### config.mk
export PLATFORM = sky130hd
export DESIGN_NAME = wb_arbiter
export DESIGN_NICKNAME = d
export VERILOG_FILES = /design/src/rtl/wb_arbiter.sv
export SDC_FILE = /design/constraint.sdc
export NUM_CORES = 1
export LEC_CHECK = 0
export ABC_AREA = 1
export CAP_MARGIN = 20
export CELL_PAD_IN_SITES_DETAIL_PLACEMENT = 0
export CELL_PAD_IN_SITES_GLOBAL_PLACEMENT = 2
export CORE_UTILIZATION = 25
export CTS_CLUSTER_SIZE = 24
export DETAILED_ROUTE_END_ITERATION = 8
export PLACE_DENSITY = 0.58
export SLEW_MARGIN = 30
export SYNTH_ARGS = -nofsm -noshare
export SYNTH_HDL_FRONTEND = slang
export SYNTH_SLANG_ARGS = --single-unit
export TNS_END_PERCENT = 1
### constraint.sdc
create_clock -name clk -period 2.7 [get_ports clk]
set_input_delay 0.81 -clock clk [delete_from_list [all_inputs] [get_ports clk]]
set_output_delay 0.81 -clock clk [all_outputs]
set_load 0.1 [all_outputs]
### src/rtl/wb_arbiter.sv
// -----------------------------------------------------------------------------
// wb_arbiter -- writeback-stage arbiter in front of the register file's single
// write port. Each cycle it picks one result from the single-cycle ALU, a
// one-entry load buffer or a mul/div result FIFO. The chosen result is written
// through a registered write port.
//
// Priority, highest first: ALU (rd != 0), starved mul/div head, load buffer,
// mul/div head. Writes to r0 are dropped at the source handshake.
//
// Optional feature macro: WB_PENDING_EN
//   Adds query_reg / pending_hit. pending_hit flags a register that still has
//   a buffered, not-yet-written result.
//
// Ports:
//   clk                          rising-edge clock
//   reset                        asynchronous, active-low reset
//   alu_valid/alu_rd/alu_data    ALU result (no backpressure)
//   ld_valid/ld_ready/ld_rd/ld_data   load result, ready/valid handshake
//   md_valid/md_ready/md_rd/md_data   mul/div result, ready/valid handshake
//   query_reg, pending_hit       (WB_PENDING_EN only) pending-write lookup
//   reg_write/write_reg/write_data    registered register-file write port
// -----------------------------------------------------------------------------
module wb_arbiter #(
  parameter int DATA_WIDTH    = 16,
  parameter int REGADDR_WIDTH = 4,
  parameter int MD_DEPTH      = 4,
  parameter int STARVE_LIMIT  = 3
) (
  input  logic                     clk,
  input  logic                     reset,
  input  logic                     alu_valid,
  input  logic [REGADDR_WIDTH-1:0] alu_rd,
  input  logic [DATA_WIDTH-1:0]    alu_data,
  input  logic                     ld_valid,
  output logic                     ld_ready,
  input  logic [REGADDR_WIDTH-1:0] ld_rd,
  input  logic [DATA_WIDTH-1:0]    ld_data,
  input  logic                     md_valid,
  output logic                     md_ready,
  input  logic [REGADDR_WIDTH-1:0] md_rd,
  input  logic [DATA_WIDTH-1:0]    md_data,
`ifdef WB_PENDING_EN
  input  logic [REGADDR_WIDTH-1:0] query_reg,
  output logic                     pending_hit,
`endif
  output logic                     reg_write,
  output logic [REGADDR_WIDTH-1:0] write_reg,
  output logic [DATA_WIDTH-1:0]    write_data
);

  localparam int PTR_W = $clog2(MD_DEPTH);
  localparam int CNT_W = PTR_W + 1;
  localparam int AGE_W = $clog2(STARVE_LIMIT + 1);

  function automatic logic [AGE_W-1:0] age_sat_inc(input logic [AGE_W-1:0] a);
    if (a >= AGE_W'(STARVE_LIMIT)) return AGE_W'(STARVE_LIMIT);
    else                           return a + AGE_W'(1);
  endfunction

  // Load buffer
  logic                     ld_buf_vld;
  logic [REGADDR_WIDTH-1:0] ld_buf_rd;
  logic [DATA_WIDTH-1:0]    ld_buf_data;

  // Mul/div FIFO
  logic [REGADDR_WIDTH-1:0] md_rd_mem   [MD_DEPTH];
  logic [DATA_WIDTH-1:0]    md_data_mem [MD_DEPTH];
  logic [PTR_W-1:0]         md_wr_ptr;
  logic [PTR_W-1:0]         md_rd_ptr;
  logic [CNT_W-1:0]         md_count;
  logic [AGE_W-1:0]         md_age;

  logic md_head_vld, md_promo;
  logic sel_alu, sel_ld, sel_md;
  logic ld_store, md_push, md_pop;

  logic                     wr_vld_p0;
  logic [REGADDR_WIDTH-1:0] wr_rd_p0;
  logic [DATA_WIDTH-1:0]    wr_data_p0;

  // Stage p0: source selection
  always_comb begin
    md_head_vld = (md_count != '0);
    md_promo    = md_head_vld && (md_age >= AGE_W'(STARVE_LIMIT));
    sel_alu     = alu_valid && (alu_rd != '0);
    // A promoted mul/div head outranks the load buffer but never the ALU.
    sel_md      = !sel_alu && (md_promo || (!ld_buf_vld && md_head_vld));
    sel_ld      = !sel_alu && !md_promo && ld_buf_vld;

    // Same-cycle drain and refill of the load buffer.
    ld_ready = !ld_buf_vld || sel_ld;
    // No pass-through credit when the FIFO is full.
    md_ready = (md_count < CNT_W'(MD_DEPTH));

    // r0 results complete the handshake but are never stored.
    ld_store = ld_valid && ld_ready && (ld_rd != '0);
    md_push  = md_valid && md_ready && (md_rd != '0);
    md_pop   = sel_md;

    wr_vld_p0  = 1'b0;
    wr_rd_p0   = alu_rd;
    wr_data_p0 = alu_data;
    if (sel_alu) begin
      wr_vld_p0 = 1'b1;
    end else if (sel_ld) begin
      wr_vld_p0  = 1'b1;
      wr_rd_p0   = ld_buf_rd;
      wr_data_p0 = ld_buf_data;
    end else if (sel_md) begin
      wr_vld_p0  = 1'b1;
      wr_rd_p0   = md_rd_mem[md_rd_ptr];
      wr_data_p0 = md_data_mem[md_rd_ptr];
    end
  end

  // Stage p1: control state and registered write port
  always_ff @(posedge clk or negedge reset) begin
    if (!reset) begin
      ld_buf_vld <= 1'b0;
      md_wr_ptr  <= '0;
      md_rd_ptr  <= '0;
      md_count   <= '0;
      md_age     <= '0;
      reg_write  <= 1'b0;
      write_reg  <= '0;
      write_data <= '0;
    end else begin
      if (ld_store)    ld_buf_vld <= 1'b1;
      else if (sel_ld) ld_buf_vld <= 1'b0;

      if (md_push) md_wr_ptr <= md_wr_ptr + PTR_W'(1);
      if (md_pop)  md_rd_ptr <= md_rd_ptr + PTR_W'(1);
      if (md_push && !md_pop)      md_count <= md_count + CNT_W'(1);
      else if (md_pop && !md_push) md_count <= md_count - CNT_W'(1);

      if (md_pop)           md_age <= '0;
      else if (md_head_vld) md_age <= age_sat_inc(md_age);

      reg_write <= wr_vld_p0;
      if (wr_vld_p0) begin
        write_reg  <= wr_rd_p0;
        write_data <= wr_data_p0;
      end
    end
  end

  // Buffered payloads carry no reset; their valid state lives above.
  always_ff @(posedge clk) begin
    if (ld_store) begin
      ld_buf_rd   <= ld_rd;
      ld_buf_data <= ld_data;
    end
    if (md_push) begin
      md_rd_mem[md_wr_ptr]   <= md_rd;
      md_data_mem[md_wr_ptr] <= md_data;
    end
  end

`ifdef WB_PENDING_EN
  logic pend_md;
  always_comb begin
    pend_md = 1'b0;
    for (int i = 0; i < MD_DEPTH; i++) begin
      if ((CNT_W'(i) < md_count) && (md_rd_mem[md_rd_ptr + PTR_W'(i)] == query_reg))
        pend_md = 1'b1;
    end
    pending_hit = (query_reg != '0) &&
                  ((ld_buf_vld && (ld_buf_rd == query_reg)) || pend_md);
  end
`endif

endmodule

Word level (Yosys, flattened, before mapping)
Memory sizes are Yosys's and may differ from the RTL's.
Index checks and enable logic that the tools add are counted.
{"block": "word_totals", "input_bits": 65, "memories": 2, "ram_bits": 80, "register_bits": 51}
{"memory": "md_data_mem", "depth": 4, "word_bits": 16, "read_ports": 1, "rd_clocked_by_memory_dff": 0, "wr": 1, "line": "67", "source": "logic [DATA_WIDTH-1:0] md_data_mem [MD_DEPTH];"}
{"memory": "md_rd_mem", "depth": 4, "word_bits": 4, "read_ports": 1, "rd_clocked_by_memory_dff": 0, "wr": 1, "line": "66", "source": "logic [REGADDR_WIDTH-1:0] md_rd_mem [MD_DEPTH];"}
{"block": "op_classes", "order_cmp": 2, "add_sub_neg": 5, "reduce_logical": 26, "mux": 18}
{"op": "16-bit two-way mux", "count": 3}
{"op": "1-bit logical AND", "count": 12}
{"op": "4-bit two-way mux", "count": 3}
{"op": "4-bit nonzero test", "count": 3}
{"op": "1-bit two-way mux", "count": 7}
{"op": "2-bit by 1-bit adder with 2-bit output (second input constant)", "count": 3}
{"op": "2-bit two-way mux", "count": 3}
{"op": "3-bit two-way mux", "count": 2}
{"op": "2-bit nonzero test", "count": 3}
{"op": "1-bit logical NOT", "count": 5}
{"op": "3-bit by 1-bit adder with 3-bit output (second input constant)", "count": 1}
{"op": "3-bit less-than comparator (second input constant)", "count": 1}
{"op": "3-bit nonzero test", "count": 1}
{"op": "3-bit by 1-bit subtractor with 3-bit output (second input constant)", "count": 1}
{"op": "2-bit greater-or-equal comparator (second input constant)", "count": 1}
{"op": "1-bit logical OR", "count": 2}

Logic depth before layout (Yosys ltp)
Gate-level depths: netlist (run 1).
{"block": "depth", "ltp_word": 9, "mapped_depth": 12}

Least setup slack after synthesis (run 1)
OpenSTA, ideal clock, no wires.
{"block": "synth_path", "path_type": "input port to output port", "start": "in alu_rd[0]", "end": "out ld_ready", "path_buffers": 0, "path_stages": 5, "setup_slack_ps": 15, "arrival_ps": 1875, "path_cell_list": "nor2_2 > nand2_4 > nand2_4 > nand2_4 > nand2_1"}
{"block": "synth_via", "elab_chain_cells": 6}
{"item": "start, declared", "line": "32", "source": "input logic [REGADDR_WIDTH-1:0] alu_rd,"}
{"item": "4-bit nonzero test", "line": "85", "source": "sel_alu = alu_valid && (alu_rd != '0);"}
{"item": "1-bit logical AND", "line": "85"}
{"item": "1-bit logical NOT", "line": "88", "source": "sel_ld = !sel_alu && !md_promo && ld_buf_vld;"}
{"item": "1-bit logical AND (2 in series)", "line": "88"}
{"item": "1-bit logical OR", "line": "91", "source": "ld_ready = !ld_buf_vld || sel_ld;"}
{"item": "end, declared", "line": "35", "source": "output logic ld_ready,"}
No other way between the ends.

Final worst setup path (run 1)
{"block": "layout_path", "start": "in alu_valid", "end": "out ld_ready"}
{"block": "layout_via", "elab_chain_cells": 5}
{"item": "start, declared", "line": "31", "source": "input logic alu_valid,"}
{"item": "1-bit logical AND", "line": "85"}
{"item": "1-bit logical NOT", "line": "88"}
{"item": "1-bit logical AND (2 in series)", "line": "88"}
{"item": "1-bit logical OR", "line": "91"}
No other way between the ends.

==> results by group, run 1 <==
Run status
  – Status: completed

Cells and area
  – Biggest register: md_data_mem
  – Nets: 715
  – Largest register FFs: 64
  – Filler cells: 2199
  – Layout Cells excl Fill: 937
  – ANT cells: 0
  – Register area: 3780 um^2
  – Layout cells sized above 1: 0.155
  – Multi-input logic area: 1580 um^2
  – Area grow syn2layout: 32.8%

Critical path
  – Critical-path cell list: clkdlybuf4s50_1 -> nand2_4 -> nand2_4 -> nand2_2 -> buf_12
  – Cell mode on critical path: nand2_4
  – CP Capture Type: primary output
  – Data arrival time of the critical path: 1730 ps
  – CP Class: in -> out
  – Crit Path Max Fanout: 2
  – Startpoint Class: input pin
  – Worst path slowest cell: clkdlybuf4s50_1
  – Max stage delay on crit path: 540 ps
  – WP data required: 1890 ps

STA
  – Crit share post-route: 0.940
  – Worst setup margin: 161 ps
  – Fin. Hold Viols: 0
  – Slew Limit Fails: 0
  – Fmax: 394 MHz
  – Period minus WS final: 2540 ps
  – Final setup vio count: 0
  – Setup Skew: 7.50 ps
  – Worst rel slew slack: 0.495
  – RSZ-0062 raised after global routing: false
  – Worst Tran Pin Value: 756 ps

Synth
  – Largest cells by area after synthesis: edfxtp_1, dfrtp_1, nand2_1
  – Mapped Cells: 539
  – Synth Cell Area: 5710 um^2
  – #FFs+latches synth: 131
  – Syn nets: 610
  – Seq/Total Area, Yosys: 0.662
  – Synth warnings: 0
  – Syn_area_per_cell: 10.6 um^2
  – Share of the synthesized area in the top cell type: 0.526
  – Netlist cell types: 27
  – Cell type with the largest total area after synthesis: edfxtp_1

CTS
  – Clock buffer depth: 2
  – CTS HTree Levels: 4
  – CTS tree: yes
  – CTS clk-pin slew, worst paths: 60 ps
  – Clock Sinks: 131
  – Hold_buf cts: 0
  – CTS buffer count: 17
  – Root Buffer Master: clkbuf_16
  – Clk_lat worst skew: 410 ps

Placement
  – Placed Cells: 904
  – Pre-CTS setup slack: -86.0 ps
  – Number of port buffers: 87
  – HPWL after detailed placement: 10.2 mm
  – Final GP Congestion: 0.719

GRT
  – Largest net degree at the start of global routing: 42
  – Global-route wire length before repair: 23.6 mm
  – Number of global-route vias before repair: 4018
  – Number of antenna violations at the first check in global routing: 0
  – Remaining Overflow, GRT: 0
  – Tot GR Track Use: 0.135

Die
  – Num rows: 54
  – Total core area: 22100 um^2
  – Die ar.: 23400 um^2
  – Chip height: 153 um
  – Initial Utilization: 0.258
  – # IOs: 88
  – Die W: 153 um

Routing
  – First drt pass iteration count: 6
  – Per-cell routed wire length: 16.0 um
  – Final wirelength: 15.0 mm
  – Starting DRT DRC Count: 169
  – DRC Markers: 0
  – ANT nets after route: 0
  – Avg Vias per Cell: 4.34
  – Vias: 4063

Pwr
  – Peak VDD IR: 425 uV
  – Pwr Total: 8.24 mW
  – Pwr/cell area: 1090 nW/um^2
  – Leakage Power: 3.14 nW

Worst hold path
  – Class of the worst hold path: reg -> reg

Job
  – Max Cap Viol: 0
[metrics by stage]
step,hold WS (ps),instance area (um^2),setup TNS [ps],utilization
2_1_floorplan,491,5710,0,-
3_3_place_gp,514,6990,-72.6,0.316
3_5_place_dp,520,6990,-204,0.316
4_1_cts,532,7580,0,0.343
5_1_grt,561,7580,0,0.343
6_report,529,7580,0,0.343
[cell usage after synthesis (all sizes together)]
cell    count
nand3     119
a21oi       5
o21ai       6
or3         1
a21boi      1
ha          5
xor2        3
clkbuf      5
xnor2       1
inv        51
fa          1
nor2       13
nand4       6
dfrtp      31
nand2     166
mux2        1
edfxtp    100
buf        24
[power by group]
group          internal [mW]  switching, mW
sequential              2.57          0.154
combinational          0.893           2.40
clock                   1.29          0.929
[layer usage]
| metal | share of wire | vias to the layer above | wire, um | GRT usage |
|---|---|---|---|---|
| met4 | 0.0075 | 0 | 112 | 0.0346 |
| met1 | 0.51 | 1934 | 7590 | 0.192 |
| met2 | 0.44 | 104 | 6600 | 0.200 |
| met5 | 0 | - | 0 | 0 |
| met3 | 0.048 | 8 | 717 | 0.0366 |
| li1 | - | 2017 | - | - |
[area by class of cell]
class                   instances  area share
clock buffers                  17      0.0561
clock inverters                15      0.0200
inverters                      51      0.0252
multi-input cells             328       0.209
flip-flops and latches        131       0.498
well taps                     280      0.0462
repair buffers                115       0.146
[path summary, 6_finish.rpt]
check / to / cells after the start / slack, ps / startpoint
setup / recovery: ld_ready / 5 / 160 / alu_valid
min in group asynchronous: reg_write / 2 / 820 / reset
max in group asynchronous: md_rd_ptr[1] / 2 / 1560 / reset
hold / removal: write_data[10] / 2 / 530 / write_data[10]
setup reg to reg: md_count[2] / 11 / 720 / md_count[1]
hold reg to reg: write_data[10] / 2 / 530 / write_data[10]
[cells in the final DEF (no fill, tap or decap), drive strengths merged, types with 3 or more instances in the layout]
cell type	n
clkinv	3
clkinvlp	5
nor2	13
buf	51
ha	5
o21ai	6
nand4	6
xor2	3
nand3	119
a21oi	5
clkbuf	17
inv	57
nand2	166
dfrtp	31
edfxtp	100
clkdlybuf4s50	60
dlymetal6s2s	3
[worst max-delay path: cells and delay by family]
kind                   cells  cell delay [ps]
buffers and inverters      2              710
AND/OR/NAND/NOR            3              210
[logic make-up after synthesis]
logic type / count (synthesis) / share of synthesized area
compound gates: 12 / 0.0116
xor+xnor: 4 / 0.00614
buf+inv: 80 / 0.0622
fa+ha+maj: 6 / 0.0145
mux: 1 / 0.00197
simple gates: 305 / 0.242
flops: 131 / 0.662
[timing repair]
action | 4_1_cts | 5_1_grt
pin swaps | 1 | 2
buffers inserted | 1 | 0
gates resized for setup | 2 | 3
endpoints found under the setup margin | 1 | 1
Note: power is estimated with default switching activity, not from simulation.
==> run 2: changes to the inputs <==
GPL_ROUTABILITY_DRIVEN = 0   (was not set)
SKIP_CTS_REPAIR_TIMING = 1   (was not set)
==> results by group, run 2 (synthesis gave the netlist of run 1 again) <==
Run status
  – Status: completed

Critical path
  – Startpoint Class: input pin
  – Reg2Reg Depth: 11 (unchanged)
  – Reg2reg end: md_count[2]
  – CP Class: in -> out
  – Reg2reg start: md_count[1]
  – Critical-path cell list: clkdlybuf4s50_1 -> nand2_8 -> nand2_4 -> nand2_2 -> buf_12
  – CP Capture Type: primary output
  – Max stage delay on crit path: 590 ps (+50 ps)
  – Worst Setup SP: alu_valid
  – Data arrival time of the critical path: 1810 ps (+80 ps)
  – R2R Setup Slk: 720 ps (about the same)
  – Worst Setup EP: ld_ready
  – Crit Path Max Fanout: 4 (+2)
  – Worst path slowest cell: clkdlybuf4s50_1
  – WP data required: 1890 ps (about the same)

STA
  – Setup TNS: 0 ps (unchanged)
  – RSZ-0062 raised after global routing: false
  – Fmax: 382 MHz (-3.1%)
  – Slew Limit Fails: 0 (unchanged)
  – Worst Tran Pin Value: 761 ps (+5.19 ps)
  – Setup Skew: 7.01 ps (-0.490 ps)
  – Final setup vio count: 0 (unchanged)
  – Worst setup margin: 81.0 ps (-80.0 ps)
  – Crit share post-route: 0.970 (+0.0296)
  – Fin. Hold Viols: 0 (unchanged)
  – Worst rel slew slack: 0.492 (-0.00347)
  – Period minus WS final: 2620 ps (+80.0 ps)
  – Hold Slack: 529 ps (+0.00800 ps)

Routing
  – First drt pass iteration count: 7 (+1)
  – Final wirelength: 15.0 mm (-0.23%)
  – Max layer used: met4
  – Starting DRT DRC Count: 187 (+11%)
  – DRC Markers: 0 (unchanged)
  – Avg Vias per Cell: 4.33 (-0.21%)
  – Per-cell routed wire length: 16.0 um (-0.13%)
  – DRT met1 WL: 7.71 mm (+1.6%)
  – Vias: 4050 (-0.32%)
  – Met3 wire length: 583 um (-19%)
  – ANT nets after route: 0 (unchanged)
  – Routed wl met2: 6.57 mm (-0.59%)

Cells and area
  – Most common cell after layout, fill and taps aside: nand2_1
  – Biggest register: md_data_mem
  – Nets: 714 (-0.14%)
  – Area grow syn2layout: 32.9% (about the same)
  – ANT cells: 0 (unchanged)
  – Fin util: 0.343 (about the same)
  – Layout Cells excl Fill: 936 (-0.11%)
  – Post-layout instance area: 7590 um^2 (about the same)
  – Layout cells sized above 1: 0.154 (-0.00129)
  – Commonest non-fill, non-tap cells in the layout: nand2_1, nand3_1, edfxtp_1, clkdlybuf4s50_1, inv_1
  – Largest register FFs: 64 (unchanged)

Die
  – Chip height: 153 um (unchanged)
  – Die ar.: 23400 um^2 (unchanged)
  – Initial Utilization: 0.258 (unchanged)
  – Die W: 153 um (unchanged)
  – Total core area: 22100 um^2 (unchanged)
  – Num rows: 54 (unchanged)
  – # IOs: 88 (unchanged)

Placement
  – Number of port buffers: 87 (unchanged)
  – HPWL after detailed placement: 10.2 mm (unchanged)
  – Placed Cells: 904 (unchanged)
  – Pre-CTS setup slack: -86.0 ps (unchanged)
  – Cell Area, Placed: 6990 um^2 (unchanged)

Pwr
  – Clock power share: 0.270 (about the same)
  – Pwr/cell area: 1090 nW/um^2 (about the same)
  – Leakage Power: 3.14 nW (+0.13%)
  – Sw Pwr: 3.49 mW (+0.18%)
  – Comb power frac: 0.400 (about the same)
  – Seq pwr share: 0.331 (about the same)
  – Switch share: 0.423 (+0.000458)
  – Pwr Total: 8.25 mW (about the same)
  – Int Pwr: 4.76 mW (about the same)
  – Peak VDD IR: 428 uV (+0.59%)

CTS
  – CTS clk-pin slew, worst paths: 60 ps (about the same)
  – Clock buffer depth: 2 (unchanged)
  – CTS tree: yes
  – CTS buffer count: 17 (unchanged)
  – Root Buffer Master: clkbuf_16
  – Clk_lat worst skew: 410 ps (about the same)
  – Clock Sinks: 131 (unchanged)
  – CTS HTree Levels: 4 (unchanged)

GRT
  – Number of antenna violations at the first check in global routing: 0 (unchanged)
  – Number of global-route vias before repair: 4020 (+0.050%)
  – Largest net degree at the start of global routing: 42 (unchanged)
  – Remaining Overflow, GRT: 0 (unchanged)
  – Global-route wire length before repair: 23.6 mm (about the same)
  – Tot GR Track Use: 0.135 (about the same)

Job
  – Max Cap Viol: 0 (unchanged)

Worst hold path
  – Hold Crit Depth: 2 (unchanged)
  – Class of the worst hold path: reg -> reg
[run 2: cell types whose count changed in the layout (fill, tap and decap cells not counted)]
cell	before	now
buf_4	45	44
nand2_8	0	1
nand2_4	5	4
dlygate4sd2_1	1	0
dlymetal6s2s_1	3	4
[run 2: metal layers]
| layer | track usage | vias to the layer above |
|---|---|---|
| met2 | 0.200 | 99 |
| met5 | 0 | - |
| met4 | 0.0346 | 0 |
| met1 | 0.192 | 1926 |
| li1 | - | 2015 |
| met3 | 0.0366 | 10 |
[run 2: area by class of cell]
cell class	instances	area, um^2
Fill cell	2199	14500
Sequential cell	131	3780
Multi-Input combinational cell	328	1590
Timing Repair Buffer	114	1100
Clock buffer	17	425
Tap cell	280	350
Inverter	51	191
Clock inverter	15	151
[run 2: power by group through the flow]
stage	registers, mW	logic, mW	clock network (mW)
final	2.73	3.30	2.22
after global routing	2.76	3.59	2.38
after CTS	2.73	3.34	2.29
after detailed placement	2.77	3.33	0
after global placement	2.77	3.31	0
after floorplan	3.52	1.51	0
[run 2: worst max-delay path: cells and delay by family]
kind / cells / cell delay [ps]
buf+inv: 2 / 760
simple gates: 3 / 230
[run 2: worst min path at each step]
| stage | start | to |
|---|---|---|
| global placement | md_age[1] | md_age[0] |
| floorplan | md_age[1] | md_age[1] |
| finish | write_data[10] | write_data[10] |
| detailed placement | write_data[10] | write_data[10] |
| global route | md_age[1] | md_age[0] |
| CTS | md_age[1] | md_age[0] |
